File: src/rtl/console_pkg.sv
// rtl/console_pkg.sv - shared command codes, FSM states and widths for the console sequencer
// Purpose: common definitions imported by console_scroll_ctrl and console_fill_cnt.
// Ports: none (package).
package console_pkg;

  localparam int CELL_W = 20;  // {color[11:0], ascii[7:0]}
  localparam int ADDR_W = 13;  // display cell address
  localparam int ROW_W  = 6;   // row index width, ring buffer holds at most 64 rows

  localparam logic [1:0] CMD_NOP       = 2'b00;
  localparam logic [1:0] CMD_CLEAR     = 2'b01;
  localparam logic [1:0] CMD_SCROLL    = 2'b10;
  localparam logic [1:0] CMD_SET_START = 2'b11;

  typedef enum logic [1:0] {
    ST_IDLE = 2'd0,
    ST_FILL = 2'd1,
    ST_DONE = 2'd2
  } state_t;

endpackage

File: src/rtl/console_fill_cnt.sv
// rtl/console_fill_cnt.sv - row/column walker that generates fill-engine cell addresses
// Purpose: steps through columns 0..COLS-1 of each row from a loaded start row up to
//          a loaded end row, producing the cell address and a last-cell flag.
// Ports:
//   clk, rst            clock and synchronous active-high reset
//   load                load start/end rows and restart at column 0
//   load_row, load_end  first and last row of the fill
//   adv                 advance one cell (a write happened this cycle)
//   addr                current cell address (row << ROW_SHIFT | col)
//   last                current cell is the final cell of the fill
module console_fill_cnt
  import console_pkg::*;
#(
  parameter int COLS      = 80,
  parameter int ROW_SHIFT = 7
) (
  input  logic              clk,
  input  logic              rst,
  input  logic              load,
  input  logic [ROW_W-1:0]  load_row,
  input  logic [ROW_W-1:0]  load_end,
  input  logic              adv,
  output logic [ADDR_W-1:0] addr,
  output logic              last
);

  logic [ROW_SHIFT-1:0] col;
  logic [ROW_W-1:0]     row;
  logic [ROW_W-1:0]     row_end;
  logic                 col_wrap;

  // Columns past COLS-1 are padding in the row stride and are never visited.
  assign col_wrap = (col == ROW_SHIFT'(COLS - 1));
  assign last     = col_wrap && (row == row_end);
  assign addr     = (ADDR_W'(row) << ROW_SHIFT) | ADDR_W'(col);

  always_ff @(posedge clk) begin
    if (rst) begin
      col     <= '0;
      row     <= '0;
      row_end <= '0;
    end else if (load) begin
      col     <= '0;
      row     <= load_row;
      row_end <= load_end;
    end else if (adv) begin
      if (col_wrap) begin
        col <= '0;
        row <= row + 1'b1;
      end else begin
        col <= col + 1'b1;
      end
    end
  end

endmodule

File: src/rtl/console_scroll_ctrl.sv
// rtl/console_scroll_ctrl.sv - text console clear/scroll/start-line sequencer with shared write port
// Purpose: executes CLEAR, SCROLL and SET_START commands, fills display rows with
//          blank cells through the display memory write port (CPU writes always win),
//          and owns the start_line scroll register and a sticky error flag.
// Ports:
//   clk, rst                          clock and synchronous active-high reset
//   cmd_valid, cmd_code, cmd_arg      command strobe, opcode and SET_START row
//   fill_color                        colour of filled cells, sampled at accept
//   cpu_we, cpu_addr, cpu_wdata       CPU display write (never stalled)
//   err_clr                           clears err
//   mem_we, mem_addr, mem_wdata       display memory write port
//   start_line                        top physical row shown
//   busy, done, err                   engine active, completion pulse, sticky error
module console_scroll_ctrl
  import console_pkg::*;
#(
  parameter int         COLS      = 80,
  parameter int         NUM_ROWS  = 30,
  parameter int         ROW_SHIFT = 7,
  parameter logic [7:0] FILL_CHAR = 8'h20
) (
  input  logic              clk,
  input  logic              rst,
  input  logic              cmd_valid,
  input  logic [1:0]        cmd_code,
  input  logic [7:0]        cmd_arg,
  input  logic [11:0]       fill_color,
  input  logic              cpu_we,
  input  logic [ADDR_W-1:0] cpu_addr,
  input  logic [CELL_W-1:0] cpu_wdata,
  input  logic              err_clr,
  output logic              mem_we,
  output logic [ADDR_W-1:0] mem_addr,
  output logic [CELL_W-1:0] mem_wdata,
  output logic [7:0]        start_line,
  output logic              busy,
  output logic              done,
  output logic              err
);

  state_t            state;
  logic [11:0]       color_q;
  logic [1:0]        op_q;
  logic              accept;
  logic              set_ok;
  logic              err_set;
  logic              eng_we;
  logic              eng_adv;
  logic              cnt_load;
  logic [ROW_W-1:0]  load_row;
  logic [ROW_W-1:0]  load_end;
  logic [ADDR_W-1:0] cnt_addr;
  logic              cnt_last;

  assign accept  = cmd_valid && (state == ST_IDLE);
  assign set_ok  = int'(cmd_arg) < NUM_ROWS;
  // Any command arriving while not idle is dropped and flagged.
  assign err_set = cmd_valid &&
                   ((state != ST_IDLE) || ((cmd_code == CMD_SET_START) && !set_ok));

  // The engine only advances on cycles the CPU leaves the port free.
  assign eng_we  = (state == ST_FILL);
  assign eng_adv = eng_we && !cpu_we;

  always_comb begin
    cnt_load = 1'b0;
    load_row = '0;
    load_end = '0;
    if (accept && (cmd_code == CMD_CLEAR)) begin
      cnt_load = 1'b1;
      load_end = ROW_W'(NUM_ROWS - 1);
    end else if (accept && (cmd_code == CMD_SCROLL)) begin
      // Scrolling blanks the current top row; it reappears as the new bottom row.
      cnt_load = 1'b1;
      load_row = start_line[ROW_W-1:0];
      load_end = start_line[ROW_W-1:0];
    end
  end

  console_fill_cnt #(
    .COLS      (COLS),
    .ROW_SHIFT (ROW_SHIFT)
  ) u_fill_cnt (
    .clk      (clk),
    .rst      (rst),
    .load     (cnt_load),
    .load_row (load_row),
    .load_end (load_end),
    .adv      (eng_adv),
    .addr     (cnt_addr),
    .last     (cnt_last)
  );

  always_comb begin
    mem_we    = 1'b0;
    mem_addr  = '0;
    mem_wdata = '0;
    if (cpu_we) begin
      mem_we    = 1'b1;
      mem_addr  = cpu_addr;
      mem_wdata = cpu_wdata;
    end else if (eng_we) begin
      mem_we    = 1'b1;
      mem_addr  = cnt_addr;
      mem_wdata = {color_q, FILL_CHAR};
    end
  end

  always_ff @(posedge clk) begin
    if (rst) begin
      state      <= ST_IDLE;
      busy       <= 1'b0;
      done       <= 1'b0;
      err        <= 1'b0;
      start_line <= '0;
      color_q    <= '0;
      op_q       <= CMD_NOP;
    end else begin
      done <= 1'b0;
      case (state)
        ST_IDLE: begin
          if (cmd_valid) begin
            case (cmd_code)
              CMD_CLEAR, CMD_SCROLL: begin
                color_q <= fill_color;
                op_q    <= cmd_code;
                busy    <= 1'b1;
                state   <= ST_FILL;
              end
              CMD_SET_START: begin
                if (set_ok) begin
                  start_line <= cmd_arg;
                  op_q       <= cmd_code;
                  busy       <= 1'b1;
                  done       <= 1'b1;
                  state      <= ST_DONE;
                end
              end
              default: ;
            endcase
          end
        end
        ST_FILL: begin
          if (eng_adv && cnt_last) begin
            done  <= 1'b1;
            state <= ST_DONE;
          end
        end
        ST_DONE: begin
          // start_line moves only here so a half-cleared top row is never displayed.
          if (op_q == CMD_CLEAR) begin
            start_line <= '0;
          end else if (op_q == CMD_SCROLL) begin
            start_line <= (start_line == 8'(NUM_ROWS - 1)) ? 8'd0 : start_line + 8'd1;
          end
          busy  <= 1'b0;
          state <= ST_IDLE;
        end
        default: begin
          busy  <= 1'b0;
          state <= ST_IDLE;
        end
      endcase
      if (err_set) begin
        err <= 1'b1;
      end else if (err_clr) begin
        err <= 1'b0;
      end
    end
  end

endmodule

File: config.mk
export PLATFORM = sky130hd
export DESIGN_NAME = console_scroll_ctrl
export DESIGN_NICKNAME = d
export VERILOG_FILES = /design/src/rtl/console_pkg.sv /design/src/rtl/console_fill_cnt.sv /design/src/rtl/console_scroll_ctrl.sv
export SDC_FILE = /design/constraint.sdc
export NUM_CORES = 1
export LEC_CHECK = 0
export ABC_CLOCK_PERIOD_IN_PS = 1600
export CAP_MARGIN = 10
export CORE_MARGIN = 2
export CORE_UTILIZATION = 35
export DETAILED_ROUTE_END_ITERATION = 8
export PLACE_DENSITY = 0.69
export SYNTH_ARGS = -nofsm -noshare
export SYNTH_HDL_FRONTEND = slang
export SYNTH_SLANG_ARGS = --single-unit
File: constraint.sdc
create_clock -name clk -period 1.6 [get_ports clk]
set_input_delay 0.32 -clock clk [delete_from_list [all_inputs] [get_ports clk]]
set_output_delay 0.32 -clock clk [all_outputs]
set_load 0.02 [all_outputs]
==> key figures <==
Critical path
  – Critical-path top delay cell: dfxtp_4
  – Worst-path maximum fanout: 5
  – Critical path capture point type: flip-flop
  – R2R Setup Slk: -0.21 ns
  – CP endpoint: u_fill_cnt.col[5]
  – CP startpoint: state[1]
  – Crit path DAT: 2.04 ns
  – Startpoint types: flip-flop
  – Slowest stage delay, CP: 0.38 ns
  – Critical Path RT: 1.83 ns
  – R2r worst-path depth: 8
  – Crit-path cells: nor3b_4 -> buf_6 -> buf_16 -> buf_8 -> buf_4 -> nand4_1 -> or3_1 -> a211oi_2
  – Reg-to-Reg Start: state[1]
  – R2r endpoint: u_fill_cnt.col[5]
  – Setup CP Type: flip-flop to flip-flop

CTS
  – Clock root buffer: clkbuf_8
  – Cts hold-fix bufs: 0
  – Clock Latency Late Sink: 0.30 ns
  – Clock-pin slew of the registers on the worst-case setup and hold paths: 0.09 ns
  – Clk buf depth: 2
  – Clock Sinks: 46
  – H-tree levels: 2
  – CTS Buf Count: 5
  – CTS tree: yes

Layout
  – Seq. cell area: 932.1 µm²
  – Antenna diode count: 0
  – Multi-input logic area: 2041 µm²
  – Commonest non-fill, non-tap cell in the layout: clkdlybuf4s50_1
  – Fraction of layout cells with a size suffix above 1: between 30% and 40%
  – Commonest cells after routing, fill and taps aside: clkdlybuf4s50_1, buf_4, dfxtp_1
  – Area Growth Syn to Fin: 84.21%
  – Fillers: 613
  – Cell area after layout: 5080 µm²
  – Post-route insts no fill: 594
  – Final #Nets: about 560

Power and ir drop
  – Pwr Density: 592.8 nW/µm²
  – Pwr Total: about 3 mW
  – Leak Pwr: 2.094 nW
  – Peak supply drop: approximately 0.0004 V

Run status
  – Status: finished, violations left
  – Failing checks: negative setup slack

Detailed routing
  – Post-route ant nets: 0
  – Initial drt markers: 96
  – Via density: 5.350
  – Pre-antenna DRT Iters: 4
  – Residual DRC: 0
  – Wirelength per Cell: 16.98 µm
  – Highest metal used: met4
  – Metal2 WL: around 5200 µm
  – DR vias: about 3200
  – M1 wire length: around 4300 µm
  – Met3 routed WL: approximately 400 µm
  – Final wirelength: between 10000 and 15000 µm

Synthesis
  – Post-Syn Area: 2758 µm²
  – Top cell type's share of synthesized area: 33.39%
  – Area leader, netlist: dfxtp_1
  – Number of synthesized flops with an enable pin: 0
  – Ys flop type: dfxtp_1
  – Mapped Nets: 392
  – Synthesis-stage register bit count: 46
  – Sequential-to-total area share from yosys stat: 33.39%
  – Area contributors post-synth: dfxtp_1, a22o_1, nand2_1, a21oi_1, ha_1
  – Cell variety after synth: 56
  – Mapped Cells: 324
  – Post-synth ARST share: 0%
  – YS warnings: 0
  – Syn Area/Cell: 8.511 µm²

STA
  – FMAX: 0.5512 GHz
  – Fin crit period: between 1.5 and 2 ns
  – Worst-Margin Slew: 0.5449 ns
  – Unrepaired setup endpoints after global routing: true
  – Endpoints failing setup: 60
  – Hold WS: roughly 0.47 ns
  – Slew Limit Fails: 0
  – Final TNS setup: -5.906 ns
  – Setup ws final: -0.2142 ns
  – Relative slew slack: 63.46%
  – Period utilization: 113.4%
  – Final hold vios: 0
  – Layout Skew: 0.009266 ns

Run
  – Maxcap violations: 0

Global route
  – First-pass GRT wire length: 15420 µm
  – Largest net degree at the start of global routing: 37
  – Initial antenna violation count: 0
  – Vias in the first global route: 3125
  – GRT Overall Usage: 22.23%
  – Gr ovfl total: 0

Floorplan
  – Die span in y: approximately 93 µm
  – Die area: 8605 µm²
  – Initial cell density of the core: a little over a third
  – FP Rows: 32
  – Io pins: 105
  – Die X: 92.77 µm
  – Core Area: 7687 µm²

Hold path
  – Hold path startpoint: color_q[10]
  – Worst hold path class: flip-flop to flip-flop

Place
  – Placed instance area: around 4400 µm²
  – HPWL Detailed: 6632 µm
  – IO Port Bufs: 104
  – Placer Congestion: 0.8210
  – Placed cells: 563
[cell families (layout without fill, tap and decap cells)]
family,count (synthesis),after routing,share of synthesized area (%)
buffers and inverters,32,200,5.944
AOI/OAI and AO/OA,108,108,28.63
DFF,46,46,33.39
xor gates and xnor gates,12,12,3.811
adders and majority gates,8,8,3.630
muxes,1,1,0.3630
and+or+nand+nor,117,117,24.23
[report_power, final]
group	switching, mW	leakage, nW	total (mW)	internal, mW
clock	0.409	0.0524	0.877	0.468
sequential	0.0359	0.377	1.22	1.18
combinational	0.405	1.66	0.913	0.508
total	0.850	2.09	3.01	2.16
[critical path: cells and delay by family (launching register included)]
family	cells	cell delay [ns]
AO/OA/AOI/OAI	1	0.18
buffers and inverters	4	0.50
AND/OR/NAND/NOR	3	0.67
flip-flops	1	0.38
[routing by layer]
layer	vias up	GRT usage, %
met5	-	0
met4	0	6.740
met3	21	3.499
met2	101	40.04
met1	1520	27.06
li1	1536	-
[flip-flops by register name (all words and copies together) (netlist names)]
name and flops:
u_fill_cnt.col 7, state 2, start_line 8, err 1
done 1, u_fill_cnt.row 6, busy 1, u_fill_cnt.row_end 6
color_q 12, op_q 2
[cells in the mapped netlist, types with 4 or more instances]
cell      instances
a22o_1           24
a31oi_1           6
buf_6             4
ha_1              8
nand2_1          41
a22oi_1           4
xor2_1            7
nand2b_1          5
and3_1            4
nand3_1           7
dfxtp_1          46
a21oi_1          24
nor2b_1           5
nor2_1           10
and2_1            9
nand4_1           6
clkbuf_1         10
buf_2             8
o22ai_1           5
inv_1             7
xnor2_1           5
nor3_1            8
o21ai_0          11
a211oi_1         11
[area by class of cell]
| class | count | share of cell area [%] |
|---|---|---|
| inverters | 7 | 0.5172 |
| multi-input cells | 246 | 40.17 |
| repair buffers | 185 | 36.35 |
| well taps | 102 | 2.512 |
| clock buffers | 7 | 1.502 |
| clock inverters | 1 | 0.5911 |
| flip-flops and latches | 46 | 18.35 |
[how the worst min path moves through the flow]
stage,to,slack (ns),cells after the start
final,color_q[10],0.47,2
after CTS,color_q[10],0.47,2
after global placement,color_q[9],0.45,2
after floorplan,color_q[0],0.44,2
after detailed placement,color_q[9],0.46,2
after global routing,err,0.49,2
[per-stage QoR]
step | setup WS [ns] | util, %
after CTS | -0.1896 | 63.28
after global routing | -0.2446 | 66.08
after floorplan | -0.08510 | -
final | -0.2142 | 66.08
after detailed placement | -0.8019 | 56.82
after global placement | -0.7491 | 56.82
[repair_timing]
item,CTS,global route
buffers inserted,17,7
gates cloned,4,0
setup endpoints to repair,83,74
pin swaps,23,17
gates resized for setup,229,42
(Power assumes the default switching activity.)
